File: src/rtl/output_port_arbiter.sv
// output_port_arbiter: round-robin wormhole arbiter sharing one output port among N input buffers.
// Define ARB_LOCK_TIMEOUT_EN to force release of an owner that stalls TIMEOUT cycles while locked.
module output_port_arbiter #(
  parameter int N       = 4,
  parameter int FLIT_W  = 17,
  parameter int TIMEOUT = 16
) (
  input  logic                clk,
  input  logic                rst,
  input  logic [N-1:0]        req_i,
  input  logic [N*FLIT_W-1:0] flit_i,
  input  logic                out_ready_i,
  output logic [N-1:0]        send_o,
  output logic [FLIT_W-1:0]   data_o,
  output logic                lock_o,
  output logic                err_o
);
  localparam int PW = $clog2(N);
  typedef enum logic {IDLE, LOCKED} state_t;
  state_t state_q, state_d;
  logic [PW-1:0] rr_q, rr_d, owner_q, owner_d, g, idx, sel;
  logic err_d, found, bad, xfer, tmo;
  logic [N-1:0] elig;
  logic [FLIT_W-1:0] flit [N];
  logic [FLIT_W-1:0] sel_flit;
  logic [1:0] typ;
  function automatic logic [PW-1:0] inc(input logic [PW-1:0] x);
    return (int'(x) == N - 1) ? '0 : x + PW'(1);
  endfunction
  // Type bit 14 set marks a packet opener (head or single); only those may win in IDLE.
  always_comb begin
    g = '0;
    idx = '0;
    found = 1'b0;
    bad = 1'b0;
    for (int k = 0; k < N; k++) begin
      flit[k] = flit_i[k*FLIT_W +: FLIT_W];
      elig[k] = req_i[k] & flit[k][FLIT_W-1];
      bad = bad | (elig[k] & ~flit[k][FLIT_W-3]);
    end
    for (int i = 0; i < N; i++) begin
      idx = PW'((int'(rr_q) + i) % N);
      if (!found && elig[idx] && flit[idx][FLIT_W-3]) begin
        g = idx;
        found = 1'b1;
      end
    end
  end
  assign sel      = (state_q == IDLE) ? g : owner_q;
  assign sel_flit = flit[sel];
  assign typ      = sel_flit[FLIT_W-2 -: 2];
  assign send_o   = (rst && out_ready_i && ((state_q == IDLE) ? found : elig[owner_q])) ? N'(1) << sel : '0;
  assign xfer     = |send_o;
  assign lock_o   = state_q == LOCKED;
  always_comb begin
    state_d = state_q;
    rr_d = rr_q;
    owner_d = owner_q;
    err_d = err_o;
    if (state_q == IDLE) begin
      err_d = err_o | (bad & out_ready_i);
      if (xfer && typ == 2'b11) rr_d = inc(g);
      if (xfer && typ == 2'b01) begin
        state_d = LOCKED;
        owner_d = g;
      end
    end else begin
      err_d = err_o | (xfer & typ[0]) | tmo;
      if ((xfer && typ == 2'b10) || tmo) begin
        state_d = IDLE;
        rr_d = inc(owner_q);
      end
    end
  end
  always_ff @(posedge clk or negedge rst) begin
    if (!rst) begin
      state_q <= IDLE;
      rr_q <= '0;
      owner_q <= '0;
      data_o <= '0;
      err_o <= 1'b0;
    end else begin
      state_q <= state_d;
      rr_q <= rr_d;
      owner_q <= owner_d;
      data_o <= xfer ? sel_flit : '0;
      err_o <= err_d;
    end
  end
`ifdef ARB_LOCK_TIMEOUT_EN
  localparam int CW = $clog2(TIMEOUT + 1);
  logic [CW-1:0] stall_q;
  logic stall;
  assign stall = state_q == LOCKED && !elig[owner_q] && out_ready_i;
  assign tmo   = stall && stall_q == CW'(TIMEOUT - 1);
  always_ff @(posedge clk or negedge rst) begin
    if (!rst) stall_q <= '0;
    else stall_q <= (xfer || tmo || state_q == IDLE) ? '0 : stall ? stall_q + CW'(1) : stall_q;
  end
`else
  // Without the timeout a locked owner is never released early.
  assign tmo = TIMEOUT < 0;
`endif
endmodule
File: config.mk
export PLATFORM = sky130hd
export DESIGN_NAME = output_port_arbiter
export DESIGN_NICKNAME = d
export VERILOG_FILES = /design/src/rtl/output_port_arbiter.sv
export SDC_FILE = /design/constraint.sdc
export NUM_CORES = 1
export LEC_CHECK = 0
export CORE_ASPECT_RATIO = 2
export CORE_UTILIZATION = 37
export DETAILED_ROUTE_END_ITERATION = 10
export PLACE_DENSITY = 0.82
export SLEW_MARGIN = 20
export SYNTH_ARGS = -nofsm -noshare
export SYNTH_HDL_FRONTEND = slang
export SYNTH_SLANG_ARGS = --single-unit
File: constraint.sdc
create_clock -name clk -period 3 [get_ports clk]
set_input_delay 0.45 -clock clk [delete_from_list [all_inputs] [get_ports clk]]
set_output_delay 0.45 -clock clk [all_outputs]
set_load 0.02 [all_outputs]
==> results of run 1 <==
[power by group]
group | internal [mW] | switching, mW
clock | 0.0929 | 0.0978
combinational | 0.266 | 0.157
sequential | 0.340 | 0.0325
[registers in the layout (all words and copies together), names as in the netlist]
signal and count:
owner_q 2, err_o 1, data_o 17, lock_o 1, rr_q 2
[per-stage QoR]
stage               cells  TNS, ns  cell area, sq um  util, %  total power [mW]
CTS                   296        0              2820     69.0             0.993
global route          296        0              2820     69.0              1.04
detailed placement    292   -0.941              2780     68.0             0.802
floorplan             122        0              1580        -             0.583
finish                296        0              2820     69.0             0.987
global placement      292   -0.663              2780     68.0             0.792
[repair_timing]
action                     in CTS  in global routing
buffers inserted                0                  0
gates resized for setup         4                  4
hold endpoints to repair        0                  0
setup endpoints to repair       4                  3
hold buffers                    0                  0
[cells in the mapped netlist (all sizes together)]
master / count
and3: 4
a211oi: 2
ha: 1
dfrtp: 23
nor3: 1
o2111ai: 1
nand4: 2
a211o: 1
nor2b: 1
o21a: 1
mux2i: 7
mux2: 4
o22ai: 2
mux4: 15
nand4b: 1
and4: 2
nor4b: 1
o22a: 1
buf: 4
a2bb2oi: 2
xor2: 1
a21oi: 2
a31oi: 1
inv: 1
nor2: 3
o21ai: 6
nand3: 5
and2: 15
a21o: 1
nand2: 6
clkbuf: 2
nor3b: 2
a32oi: 1
[metal layers]
| metal | up-vias | track usage [%] | wire (um) |
|---|---|---|---|
| li1 | 731 | - | - |
| met1 | 741 | 19.9 | 1480 |
| met2 | 65 | 43.0 | 2980 |
| met3 | 15 | 2.68 | 195 |
| met4 | 0 | 11.1 | 180 |
| met5 | - | 0 | 0 |
[worst register-to-register path, delay by kind of cell (launching register included)]
family / cells / cell delay, ns
AOI/OAI and AO/OA: 4 / 0.97
muxes: 2 / 0.46
DFF: 1 / 0.45
buffers and inverters: 2 / 0.38
and+or+nand+nor: 1 / 0.22
[path summary, 6_finish.rpt]
kind	endpoint	slack (ns)	depth (start not counted)
worst max-delay path	send_o[0]	0.13	8
worst min-delay path	err_o	0.47	1
worst max register to register	rr_q[0]	0.45	9
worst min register to register	err_o	0.47	1
max in group asynchronous	data_o[2]	2.16	2
min in group asynchronous	data_o[8]	0.62	2
[final cells by class]
cell class | count | share of cell area (%)
clock buffers | 3 | 1.46
clock inverters | 1 | 0.177
inverters | 1 | 0.133
multi-input cells | 92 | 34.1
flip-flops and latches | 23 | 20.4
well taps | 52 | 2.31
repair buffers | 124 | 41.4
[kinds of logic (layout without fill, tap and decap cells)]
kind of cell | after synthesis | in the layout | share of synthesized area [%]
AO/OA/AOI/OAI | 21 | 21 | 11.1
XOR/XNOR | 1 | 1 | 0.553
adder cells (fa/ha/maj) | 1 | 1 | 0.790
buffers and inverters | 7 | 129 | 2.92
flip-flops | 23 | 23 | 36.4
multiplexers | 26 | 26 | 31.4
AND/OR/NAND/NOR | 43 | 43 | 16.8
==> impl_metrics.yaml, run 1 <==
setup_path:
  worstSetupPathType: "in2out"
  cp_data_arrival_time_ns: 2.42
  cpMostUsedCell: "nand2_1"
  crit_path_start: "req_i[1]"
  crit_fanout: 5
  crit_chain: "clkdlybuf4s50_1 > nand2_1 > mux4_2 > nand2_1 > o2111ai_2 > inv_1 > and3_1 > dlygate4sd2_1"
  required_ns: 2.55
  critPathBufInv: 3
  critPathLaunchType: "input pin"
  critPathMaxStageDelay_ns: 0.53
  r2r-start: "rr_q[1]"
  slowest_stage: "clkdlybuf4s50_1"
  critPathTopFamily: "buffers and inverters"
  endpoint_kind: "primary output"
timing:
  worst_slew_pin_slew_ns: 0.302
  hold_ws_ns: 0.471
  finalClockSkew_ns: 0.000858
  slew_headroom_pct: 79.3
  finalMaxSlewViolations: 0
  setup_ws_ns: 0.128
  final_hold_viol_count: 0
  period_share_pct: 95.7
  max_freq_ghz: 0.348
  period_minus_slack_ns: 2.87
  setup_viol: 0
  rsz0062_at_grt: "false"
synthesis:
  synth_area_per_cell_sq_um: 13.0
  synth_area_leaders: "dfrtp_1 (36%), mux4_2 (14%), mux4_1 (8.3%), and2_1 (5.9%), mux2i_1 (3.2%)"
  ys_warn_count: 0
  mappedNetlistNets: 198
  yosysTopAreaCellShare_pct: 36.4
  synth_area_sq_mm: 0.00158
  yosysTopAreaCell: "dfrtp_1"
  ys_seq_area_share_pct: 36.4
  ys_types: 39
  ys_seq_elements: 23
  synthCells: 122
route:
  firstDrtPassIters: 4
  wl_per_cell_um: 16.3
  num_vias: 1552
  via_per_inst: 5.24
  routed_wl_mm: 4.84
  antenna_left: 0
  remaining_drc_errors: 0
  drt_iter0_markers: 34
power:
  power_leakage_nw: 1.25
  ir_worst_vdd_mv: 0.227
  p_per_area_mw_per_mm2: 350
cells_and_area:
  syn_to_final_growth_pct: 78.2
  seqCellArea_sq_um: 576
  antenna_cells: 0
  drive_gt1_share_pct: 21.3
  fillers: 307
  fin_nets: 321
  layout_commonest_cell: "clkdlybuf4s50_1"
  multi_input_area_sq_um: 961
  mostFrequentLayoutCells: "clkdlybuf4s50_1 (93), buf_4 (26), dfrtp_1 (23)"
die:
  core_area_sq_mm: 0.00409
  rows: 33
  die_w_um: 48.2
  dieArea_sq_mm: 0.00456
  num_io_pins: 98
  die_h_um: 94.5
  start_util_pct: 38.7
global_route:
  grt_pass1_wl_mm: 7.04
  grt_pass1_vias: 1598
  track_usage_pct: 22.3
  grt.overflow.total: 0
  grt_start_max_net_pins: 24
  antenna_found_initial: 0
clock_tree:
  cts_tree: "built"
  clk_pin_slew_ns: 0.08
  cts.sinks: 23
  cts_buffers: 3
  clock-root-buffer: "clkbuf_8"
  cts_buffer_depth: 2
  htree_levels: 1
  clk_latency_ns: 0.27
placed_design:
  dp_slack_ns: -0.185
  routabilityCongestion: 0.760
  dpl.hpwl_mm: 4.15
  portBuffers: 97
job:
  maxCapViolCount: 0
hold_path:
  min_path_type: "reg2reg"
  hold_start: "err_o"
outcome:
  status: "finished, final reports clean"
No activity file was read; power rests on OpenSTA's default activity.
==> inputs of run 2 (changes only) <==
--- a/config.mk
+++ b/config.mk
@@ -8,7 +8,7 @@
 export CORE_ASPECT_RATIO = 2
 export CORE_UTILIZATION = 37
 export DETAILED_ROUTE_END_ITERATION = 10
-export PLACE_DENSITY = 0.82
+export PLACE_DENSITY = 0.81
 export SLEW_MARGIN = 20
 export SYNTH_ARGS = -nofsm -noshare
 export SYNTH_HDL_FRONTEND = slang
==> impl_metrics.yaml, run 2 (synthesis gave the netlist of run 1 again) <==
setup_path:
  r2r-start: "rr_q[1]"
  reg2reg_slack_ns: 0.40
  reg2reg_depth: 8
  cp_data_arrival_time_ns: 2.43
  required_ns: 2.55
  critPathLaunchType: "input pin"
  endpoint_kind: "primary output"
  worstSetupPathType: "in2out"
  crit_fanout: 5
  timing.rr.end: "owner_q[1]"
timing:
  final_hold_viol_count: 0
  rsz0062_at_grt: "false"
  finalClockSkew_ns: 0.000840
  setup_viol: 0
  slew_headroom_pct: 77.7
  max_freq_ghz: 0.347
  finalMaxSlewViolations: 0
  worst_slew_pin_slew_ns: 0.325
  period_minus_slack_ns: 2.88
  period_share_pct: 96.0
  fin_tns_setup_ns: 0
placed_design:
  routabilityCongestion: 0.761
  dpl.hpwl_mm: 4.07
  portBuffers: 97
hold_path:
  min_to: "err_o"
  holdPathStages: 1
  hold_start: "err_o"
  min_path_type: "reg2reg"
die:
  dieArea_sq_mm: 0.00456
  rows: 33
  core_area_sq_mm: 0.00409
  start_util_pct: 38.7
  die_w_um: 48.2
  die_h_um: 94.5
  num_io_pins: 98
route:
  remaining_drc_errors: 0
  drt_iter0_markers: 32
  wl_per_cell_um: 16.1
  antenna_left: 0
  num_vias: 1534
  routed_wl_mm: 4.72
  via_per_inst: 5.24
  firstDrtPassIters: 4
clock_tree:
  clock-root-buffer: "clkbuf_8"
  htree_levels: 1
  ctsHoldBuffers: 0
  cts_tree: "built"
  clk_latency_ns: 0.25
  ctsResizeCount: 4
  cts_setup_buffers: 0
  cts.sinks: 23
  clk_pin_slew_ns: 0.07
  cts_buffers: 3
  cts_buffer_depth: 2
global_route:
  antenna_found_initial: 0
  grt_start_max_net_pins: 24
  grt_pass1_vias: 1632
  grt.overflow.total: 0
  grt_pass1_wl_mm: 6.98
  track_usage_pct: 22.0
job:
  maxCapViolCount: 0
power:
  swShare_pct: 28.4
  p_int_mw: 0.698
  ir_worst_vdd_mv: 0.228
  seqPwrFrac_pct: 38.6
  power_leakage_nw: 1.23
  p_per_area_mw_per_mm2: 348
  p_clk_share_pct: 18.8
  power_switching_mw: 0.277
  combPwrFrac_pct: 42.7
cells_and_area:
  largest_reg_flops: 17
  final_util_pct: 68.5
  antenna_cells: 0
  layout_commonest_cell: "clkdlybuf4s50_1"
  mostFrequentLayoutCells: "clkdlybuf4s50_1 (93), dfrtp_1 (23), buf_4 (23)"
  fin_nets: 318
  top_register: "data_o"
  reg_top3: "data_o x17, owner_q x2, rr_q x2"
  drive_gt1_share_pct: 19.5
  syn_to_final_growth_pct: 77.0
outcome:
  status: "finished, final reports clean"
run 2: routing by layer:
metal	track usage (%)	up-vias	share of wire (%)
li1	-	720	-
met1	19.9	726	31
met2	42.6	78	61
met3	2.87	10	4.6
met4	9.95	0	2.8
met5	0	-	0
run 2: layout make-up:
class                           instances  area (sq um)
Clock buffer                            4          45.0
Fill cell                             290          1290
Inverter                                1          3.75
Multi-Input combinational cell         92           961
Sequential cell                        23           576
Tap cell                               52          65.1
Timing Repair Buffer                  121          1150
run 2: worst max-delay path, cell delays in order:
cell             delay, ns
clkdlybuf4s50_1       0.53
nand2_1               0.09
mux4_2                0.46
nand2_1               0.11
o2111ai_2             0.21
inv_1                 0.12
and3_1                0.16
clkdlybuf4s15_1       0.30
run 2: how the worst max path moves through the flow:
| stage | end | startpoint |
|---|---|---|
| after detailed placement | send_o[1] | req_i[2] |
| final | send_o[0] | flit_i[16] |
| after floorplan | send_o[1] | req_i[0] |
| after CTS | send_o[0] | flit_i[67] |
| after global placement | send_o[0] | req_i[2] |
| after global routing | send_o[2] | req_i[2] |
run 2: power groups by stage:
stage                     combinational (mW)  clock, mW  sequential [mW]
after detailed placement               0.416          0            0.381
after global placement                 0.408          0            0.380
after global routing                   0.447      0.203            0.378
final                                  0.416      0.183            0.376
after CTS                              0.417      0.191            0.375
after floorplan                        0.193          0            0.390
run 2: stage by stage:
step / total power, mW / cell area [sq um] / worst slack, ns / hold WS [ns] / std cells
4_1_cts: 0.983 / 2800 / 0.129 / 0.478 / 293
3_5_place_dp: 0.798 / 2760 / -0.132 / 0.460 / 289
3_3_place_gp: 0.788 / 2760 / -0.0928 / 0.445 / 289
5_1_grt: 1.03 / 2800 / 0.00559 / 0.501 / 293
2_1_floorplan: 0.583 / 1580 / 0.326 / 0.154 / 122
6_report: 0.975 / 2800 / 0.120 / 0.485 / 293
==> inputs of run 3 (changes only) <==
--- a/config.mk
+++ b/config.mk
@@ -7,6 +7,7 @@
 export LEC_CHECK = 0
 export CORE_ASPECT_RATIO = 2
 export CORE_UTILIZATION = 37
+export CTS_CLUSTER_SIZE = 30
 export DETAILED_ROUTE_END_ITERATION = 10
 export PLACE_DENSITY = 0.81
 export SLEW_MARGIN = 20
==> results of run 3 <==
Final layout, timing and power as in run 2 (identical DEF).
